### config.mk
export PLATFORM = sky130hd
export DESIGN_NAME = bf_core_stacked
export DESIGN_NICKNAME = d
export VERILOG_FILES = /design/src/rtl/bf_core_stacked.sv
export SDC_FILE = /design/constraint.sdc
export NUM_CORES = 1
export LEC_CHECK = 0
export ABC_AREA = 1
export ABC_CLOCK_PERIOD_IN_PS = 5110
export BUFFER_PORTS_ARGS = -buffer_cell sky130_fd_sc_hd__buf_2
export CAP_MARGIN = 15
export CORE_ASPECT_RATIO = 0.6
export CORE_MARGIN = 4
export CORE_UTILIZATION = 55
export DETAILED_ROUTE_END_ITERATION = 8
export PLACE_DENSITY = 0.89
export SETUP_SLACK_MARGIN = 0.1
export SLEW_MARGIN = 20
export SYNTH_ARGS = -nofsm -noshare
export SYNTH_HDL_FRONTEND = slang
export SYNTH_SLANG_ARGS = --single-unit
### constraint.sdc
create_clock -name clk -period 5.11 [get_ports clk]
set_clock_uncertainty 0.15 [all_clocks]
set_input_delay 1.533 -clock clk [delete_from_list [all_inputs] [get_ports clk]]
set_output_delay 1.533 -clock clk [all_outputs]
set_load 0.02 [all_outputs]
### src/rtl/bf_core_stacked.sv
// Brainfuck execution core: code and data in separate 1-cycle-latency RAMs,
// a loop-return stack for single-step `]`, and valid/ready `.`/`,` streams.
module bf_core_stacked #(
  parameter int CODE_ADDR_W  = 9,
  parameter int ARRAY_ADDR_W = 9,
  parameter int CELL_W       = 8,
  parameter int STACK_DEPTH  = 8
) (
  input  logic                    clk,
  input  logic                    reset,
  input  logic [7:0]              data_code,
  output logic [CODE_ADDR_W-1:0]  addr_code,
  input  logic [CELL_W-1:0]       dataIn_array,
  output logic [ARRAY_ADDR_W-1:0] addr_array,
  output logic [CELL_W-1:0]       dataOut_array,
  output logic                    writeRq_array,
  output logic [CELL_W-1:0]       out_data,
  output logic                    out_valid,
  input  logic                    out_ready,
  input  logic [CELL_W-1:0]       in_data,
  input  logic                    in_valid,
  output logic                    in_ready,
  output logic                    halted,
  output logic                    error
);
  localparam int SP_W = $clog2(STACK_DEPTH) + 1;
  localparam logic [SP_W-1:0] SP_FULL = SP_W'(STACK_DEPTH);

  typedef enum logic [2:0] {
    S_FETCH, S_EXEC, S_LOAD, S_SCAN, S_OUT_WAIT, S_IN_WAIT, S_HALT
  } state_t;

  state_t                  r_state, w_state_next;
  logic [CODE_ADDR_W-1:0]  r_pc, w_pc_next;
  logic [ARRAY_ADDR_W-1:0] r_ptr, w_ptr_next;
  logic [CELL_W-1:0]       r_cell, w_cell_next;
  logic [CELL_W-1:0]       r_dout, w_dout_next;
  logic                    r_wr, w_wr_next;
  logic [CELL_W-1:0]       r_out_data, w_out_data_next;
  logic                    r_out_valid, w_out_valid_next;
  logic                    r_in_ready, w_in_ready_next;
  logic                    r_halted, w_halted_next;
  logic                    r_error, w_error_next;
  logic [SP_W-1:0]         r_sp, w_sp_next;
  logic [CODE_ADDR_W-1:0]  r_depth, w_depth_next;
  logic                    r_scan_test, w_scan_test_next;
  logic                    w_push, w_advance, w_fault;
  logic [SP_W-1:0]         w_sp_dec;
  logic [CODE_ADDR_W-1:0]  w_top;
  logic [CODE_ADDR_W-1:0]  r_stack [STACK_DEPTH];

  assign w_sp_dec = r_sp - 1'b1;
  assign w_top    = r_stack[w_sp_dec[SP_W-2:0]];

  always_comb begin
    w_state_next     = r_state;
    w_pc_next        = r_pc;
    w_ptr_next       = r_ptr;
    w_cell_next      = r_cell;
    w_dout_next      = r_dout;
    w_wr_next        = 1'b0;
    w_out_data_next  = r_out_data;
    w_out_valid_next = r_out_valid;
    w_in_ready_next  = r_in_ready;
    w_halted_next    = r_halted;
    w_error_next     = r_error;
    w_sp_next        = r_sp;
    w_depth_next     = r_depth;
    w_scan_test_next = r_scan_test;
    w_push           = 1'b0;
    w_advance        = 1'b0;
    w_fault          = 1'b0;

    case (r_state)
      S_FETCH: w_state_next = S_EXEC;
      S_EXEC: begin
        case (data_code)
          8'h2B, 8'h2D: begin
            w_cell_next = (data_code == 8'h2B) ? r_cell + 1'b1 : r_cell - 1'b1;
            w_dout_next = w_cell_next;
            w_wr_next   = 1'b1;
            w_advance   = 1'b1;
          end
          8'h3E, 8'h3C: begin
            w_ptr_next   = (data_code == 8'h3E) ? r_ptr + 1'b1 : r_ptr - 1'b1;
            w_state_next = S_LOAD;
          end
          8'h5B: begin
            if (r_cell != '0) begin
              if (r_sp == SP_FULL) begin
                w_fault = 1'b1;
              end else begin
                w_push    = 1'b1;
                w_sp_next = r_sp + 1'b1;
                w_advance = 1'b1;
              end
            end else if (&r_pc) begin
              w_fault = 1'b1;
            end else begin
              w_pc_next        = r_pc + 1'b1;
              w_depth_next     = '0;
              w_scan_test_next = 1'b0;
              w_state_next     = S_SCAN;
            end
          end
          8'h5D: begin
            if (r_sp == '0) begin
              w_fault = 1'b1;
            end else if (r_cell != '0) begin
              // Jump straight past the matching `[`; its entry stays on the stack.
              w_pc_next    = w_top + 1'b1;
              w_state_next = S_FETCH;
            end else begin
              w_sp_next = w_sp_dec;
              w_advance = 1'b1;
            end
          end
          8'h2E: begin
            w_out_data_next  = r_cell;
            w_out_valid_next = 1'b1;
            w_state_next     = S_OUT_WAIT;
          end
          8'h2C: begin
            w_in_ready_next = 1'b1;
            w_state_next    = S_IN_WAIT;
          end
          8'h00: begin
            w_halted_next = 1'b1;
            w_state_next  = S_HALT;
          end
          default: w_advance = 1'b1;
        endcase
      end
      S_LOAD: begin
        w_cell_next = dataIn_array;
        w_advance   = 1'b1;
      end
      S_SCAN: begin
        if (!r_scan_test) begin
          w_scan_test_next = 1'b1;
        end else begin
          w_scan_test_next = 1'b0;
          if (data_code == 8'h00) begin
            w_fault = 1'b1;
          end else if (data_code == 8'h5D && r_depth == '0) begin
            w_advance = 1'b1;
          end else if (&r_pc) begin
            w_fault = 1'b1;
          end else begin
            w_pc_next = r_pc + 1'b1;
            if (data_code == 8'h5B)      w_depth_next = r_depth + 1'b1;
            else if (data_code == 8'h5D) w_depth_next = r_depth - 1'b1;
          end
        end
      end
      S_OUT_WAIT: begin
        if (out_ready) begin
          w_out_valid_next = 1'b0;
          w_advance        = 1'b1;
        end
      end
      S_IN_WAIT: begin
        if (in_valid && r_in_ready) begin
          w_cell_next     = in_data;
          w_dout_next     = in_data;
          w_wr_next       = 1'b1;
          w_in_ready_next = 1'b0;
          w_advance       = 1'b1;
        end
      end
      default: w_state_next = S_HALT;
    endcase

    // The last code address ends the program instead of wrapping to 0.
    if (w_fault) begin
      w_state_next  = S_HALT;
      w_halted_next = 1'b1;
      w_error_next  = 1'b1;
    end else if (w_advance) begin
      if (&r_pc) begin
        w_state_next  = S_HALT;
        w_halted_next = 1'b1;
      end else begin
        w_pc_next    = r_pc + 1'b1;
        w_state_next = S_FETCH;
      end
    end
  end

  always_ff @(posedge clk or negedge reset) begin
    if (!reset) begin
      r_state     <= S_FETCH;
      r_pc        <= '0;
      r_ptr       <= '0;
      r_cell      <= '0;
      r_dout      <= '0;
      r_wr        <= 1'b0;
      r_out_data  <= '0;
      r_out_valid <= 1'b0;
      r_in_ready  <= 1'b0;
      r_halted    <= 1'b0;
      r_error     <= 1'b0;
      r_sp        <= '0;
      r_depth     <= '0;
      r_scan_test <= 1'b0;
    end else begin
      r_state     <= w_state_next;
      r_pc        <= w_pc_next;
      r_ptr       <= w_ptr_next;
      r_cell      <= w_cell_next;
      r_dout      <= w_dout_next;
      r_wr        <= w_wr_next;
      r_out_data  <= w_out_data_next;
      r_out_valid <= w_out_valid_next;
      r_in_ready  <= w_in_ready_next;
      r_halted    <= w_halted_next;
      r_error     <= w_error_next;
      r_sp        <= w_sp_next;
      r_depth     <= w_depth_next;
      r_scan_test <= w_scan_test_next;
    end
  end

  always_ff @(posedge clk) begin
    if (w_push) r_stack[r_sp[SP_W-2:0]] <= r_pc;
  end

  // The array RAM sees the pointer being registered so LOAD gets the new cell.
  assign addr_array    = w_ptr_next;
  assign addr_code     = r_pc;
  assign dataOut_array = r_dout;
  assign writeRq_array = r_wr;
  assign out_data      = r_out_data;
  assign out_valid     = r_out_valid;
  assign in_ready      = r_in_ready;
  assign halted        = r_halted;
  assign error         = r_error;
endmodule

==> flow_metrics.py <==
metrics = {
    "outcome": {
        "status": "complete, but fails checks",
        "violations": "setup timing",
    },
    "global_routing": {
        "grtUsageTotal_pct": 27.5,
        "grt_overflow_total": 0,
        "grt_pass1_vias": 7354,
        "grt_max_degree": 44,
        "antenna_found_initial": 0,
        "grt_pass1_wl_mm": 36.8,
    },
    "power_and_ir_drop": {
        "p_per_area_nw_per_um2": 261,
        "pwr-share-clk_pct": 53.0,
        "swShare_pct": 23.2,
        "internal_power_mw": 1.97,
        "p_sw_mw": 0.596,
        "ir_worst_vdd_v": 0.000204,
        "p_comb_share_pct": 2.3,
        "p_seq_share_pct": 44.6,
        "leakagePower_nw": 4.68,
    },
    "clock_tree": {
        "cts.sinks": 136,
        "numCtsBuffers": 17,
        "cts_buffer_depth": 2,
        "path_clk_slew_ns": 0.06,
        "h-tree-depth": 4,
        "hold_buffers": 0,
        "cts_tree": "done",
        "cts_root_buf": "clkbuf_16",
        "clock_latency_ns": 0.42,
    },
    "synthesis": {
        "synthCells": 1035,
        "netlist.area_leader.share_pct": 26.5,
        "synth_area_leaders": "edfxtp_1 27%, dfrtp_1 20%, nand2_1 14%",
        "syn_nets": 1094,
        "syn_area_per_cell_um2": 7.87,
        "ys_seq_area_share_pct": 46.2,
        "synth-seq-cells": 136,
        "yosysMostFrequentCell": "nand2_1",
        "yosys_warnings": 0,
        "async_flop_share_pct": 47.1,
        "netlist-cell-type-count": 44,
        "synth_commonest_cells": "294 x nand2_1, 120 x inv_1, 104 x nor2_1",
        "synth_edf_count": 72,
        "ys.flop_type": "edfxtp_1",
        "syn_area_um2": 8140,
        "synth_area_leader_cell": "edfxtp_1",
    },
    "final_layout": {
        "syn2layout_area_growth_pct": 21.1,
        "fin_util_pct": 68.0,
        "nets": 1204,
        "n_antenna_cell": 0,
        "seqCellArea_um2": 3760,
        "num-fill-cells": 1110,
        "instances_no_fill": 1356,
        "multi_input_area_um2": 3900,
        "drive_above_1_share_pct": 18.4,
    },
    "die": {
        "core_um2": 14500,
        "die_y_um": 102,
        "rows": 34,
        "io_pins": 67,
        "die_w_um": 165,
        "initial_core_util_pct": 56.1,
        "dieArea_um2": 16900,
    },
    "sta": {
        "max_freq_ghz": 0.189,
        "setup_ws_ns": -0.176,
        "worst_pin_slew_ns": 0.878,
        "slew_viol_final": 0,
        "fin_crit_ns": 5.29,
        "setup_violations": 4,
        "period_share_pct": 103,
        "hold_viol_final": 0,
        "relSlewSlack_pct": 41.5,
        "rsz0062_at_grt": "yes",
    },
    "place": {
        "dp_hpwl_mm": 15.4,
        "port_buffers": 66,
        "dpl.cell_count": 1314,
        "pre_cts_slack_ns": -0.325,
        "gp_congestion": 0.934,
    },
    "worst_setup_path": {
        "critPathArrivalTime_ns": 3.60,
        "rr_worst_depth": 19,
        "r2r_slack_ns": 1.07,
        "critPathCaptureType": "output pin",
        "cp_max_fo": 5,
        "r2r_start": "r_sp[1]",
        "crit_path_cell_trace": "buf_12 > inv_12 > nand2_8 > nor3_4 > nand4_1 > buf_6 > fa_2 > nand3_2 > nand3_2 > a21o_1 > a21oi_2 > o21ai_1 > nand2_1 > nand2_1 > nand2_2 > nand3_2 > nand2_2 > nand2_2 > buf_6",
        "cpLargestDelayFamily": "simple AND/OR/NAND/NOR gates",
        "worst_path_max_delay_cell": "fa_2",
        "cp_num_buf_inv": 4,
        "cp.required_ns": 3.43,
        "critPathKind": "input pin to output pin",
        "start_kind": "input pin",
        "cp.depth": 19,
        "max_stage_delay_ns": 0.37,
        "r2r_end": "addr_code[6]",
    },
    "min_path": {
        "hold_path_class": "register to register",
        "hold-path-cell-count": 1,
        "worstHoldStart": "error",
        "hold_path_end": "error",
    },
    "drt": {
        "post-route-drc-count": 0,
        "initialDrtViolationCount": 1068,
        "wl_per_cell_um": 16.9,
        "viasPerCell": 5.75,
        "route.vias.total": 7792,
        "dr.pass1.iters": 6,
        "wirelength_mm": 22.9,
        "ant_nets": 0,
    },
    "flow_run": {
        "drv_cap": 0,
    },
}
metrics by stage:
| step | hold WS, ns | TNS [ns] | area [um2] | power [mW] |
|---|---|---|---|---|
| floorplan | 0.318 | -0.444 | 8260 | 1.19 |
| global route | 0.344 | -0.901 | 9860 | 2.63 |
| finish | 0.326 | -0.345 | 9860 | 2.57 |
| global placement | 0.298 | -0.590 | 9010 | 1.22 |
| detailed placement | 0.303 | -0.936 | 9010 | 1.22 |
| CTS | 0.326 | -0.554 | 9790 | 2.57 |
cell usage in the layout (no fill, tap or decap), types with 3 or more instances in the layout:
cell       instances
nand3_2            4
or2_2              4
a21oi_2            5
buf_2             56
nor2_1           103
clkinv_1           3
nand4_1            7
nor3_1            18
xor2_1            11
inv_2              8
edfxtp_1          72
o21ai_0           45
bufinv_16          3
inv_6              4
nand2_2           11
nand2_1          289
o211ai_1           6
inv_8              7
buf_4             53
buf_6              7
nor2_2             7
o22ai_1            7
ha_1              26
o21ai_1           17
dfrtp_1           64
a31oi_1           13
clkbuf_16         17
o21ai_2            3
xnor2_1            8
inv_1            116
nand3_1           86
a22oi_1            4
a21oi_1           38
how the worst max path moves through the flow:
stage / from / end / slack [ns]
3_3_place_gp: data_code[6] / addr_array[7] / -0.23
4_1_cts: data_code[6] / addr_array[8] / -0.19
3_5_place_dp: data_code[6] / addr_array[8] / -0.32
5_1_grt: data_code[6] / addr_array[8] / -0.32
2_1_floorplan: data_code[6] / addr_array[7] / -0.21
6_report: data_code[6] / addr_array[8] / -0.18
metal layers:
| layer | GRT usage, % | wire length [um] | share of wire, % |
|---|---|---|---|
| met5 | 0 | 0 | 0 |
| met2 | 42.6 | 10100 | 44 |
| met3 | 6.21 | 2480 | 11 |
| met1 | 39.5 | 9900 | 43 |
| met4 | 7.22 | 423 | 1.8 |
registers in the layout, summed over array words and instances, names as in the netlist:
name and cells:
r_stack 72, addr_code 9, r_depth 9, r_ptr 9, dataOut_array 8, out_data 8
r_cell 8, r_sp 4, r_state 3, error 1, halted 1, in_ready 1
out_valid 1, r_scan_test 1, writeRq_array 1
worst reg2reg max path, delay by kind of cell, from the launching register on:
family                     cells  cell delay [ns]
AOI/OAI and AO/OA              2             0.25
adders and majority gates      2             0.48
buffers and inverters          4             1.19
DFF                            1             0.43
and+or+nand+nor               11             1.44
layout make-up:
type	instances	share of cell area [%]
timing repair buffer	117	7.88
inverter	132	5.33
clock inverter	15	2.28
tap	198	2.51
sequential	136	38.2
multi-input combinational	741	39.5
clock buffer	17	4.31
what timing repair did:
action	4_1_cts	5_1_grt
gates resized for setup	21	14
pin swaps	11	18
setup buffers	9	7
setup endpoints to repair	5	5
cell families after synthesis:
| group | share of synthesized area, % |
|---|---|
| AOI/OAI and AO/OA | 10.2 |
| buffers and inverters | 7.80 |
| xor gates and xnor gates | 2.70 |
| adders and majority gates | 5.04 |
| DFF | 46.2 |
| and+or+nand+nor | 28.0 |
power by group through the flow:
stage | Combinational (mW) | Sequential (mW) | Clock, mW
after detailed placement | 0.0527 | 1.17 | 0
final | 0.0596 | 1.15 | 1.36
after floorplan | 0.0155 | 1.17 | 0
after global placement | 0.0512 | 1.17 | 0
after global routing | 0.0653 | 1.15 | 1.42
after CTS | 0.0552 | 1.15 | 1.36
(Power assumes the default switching activity.)
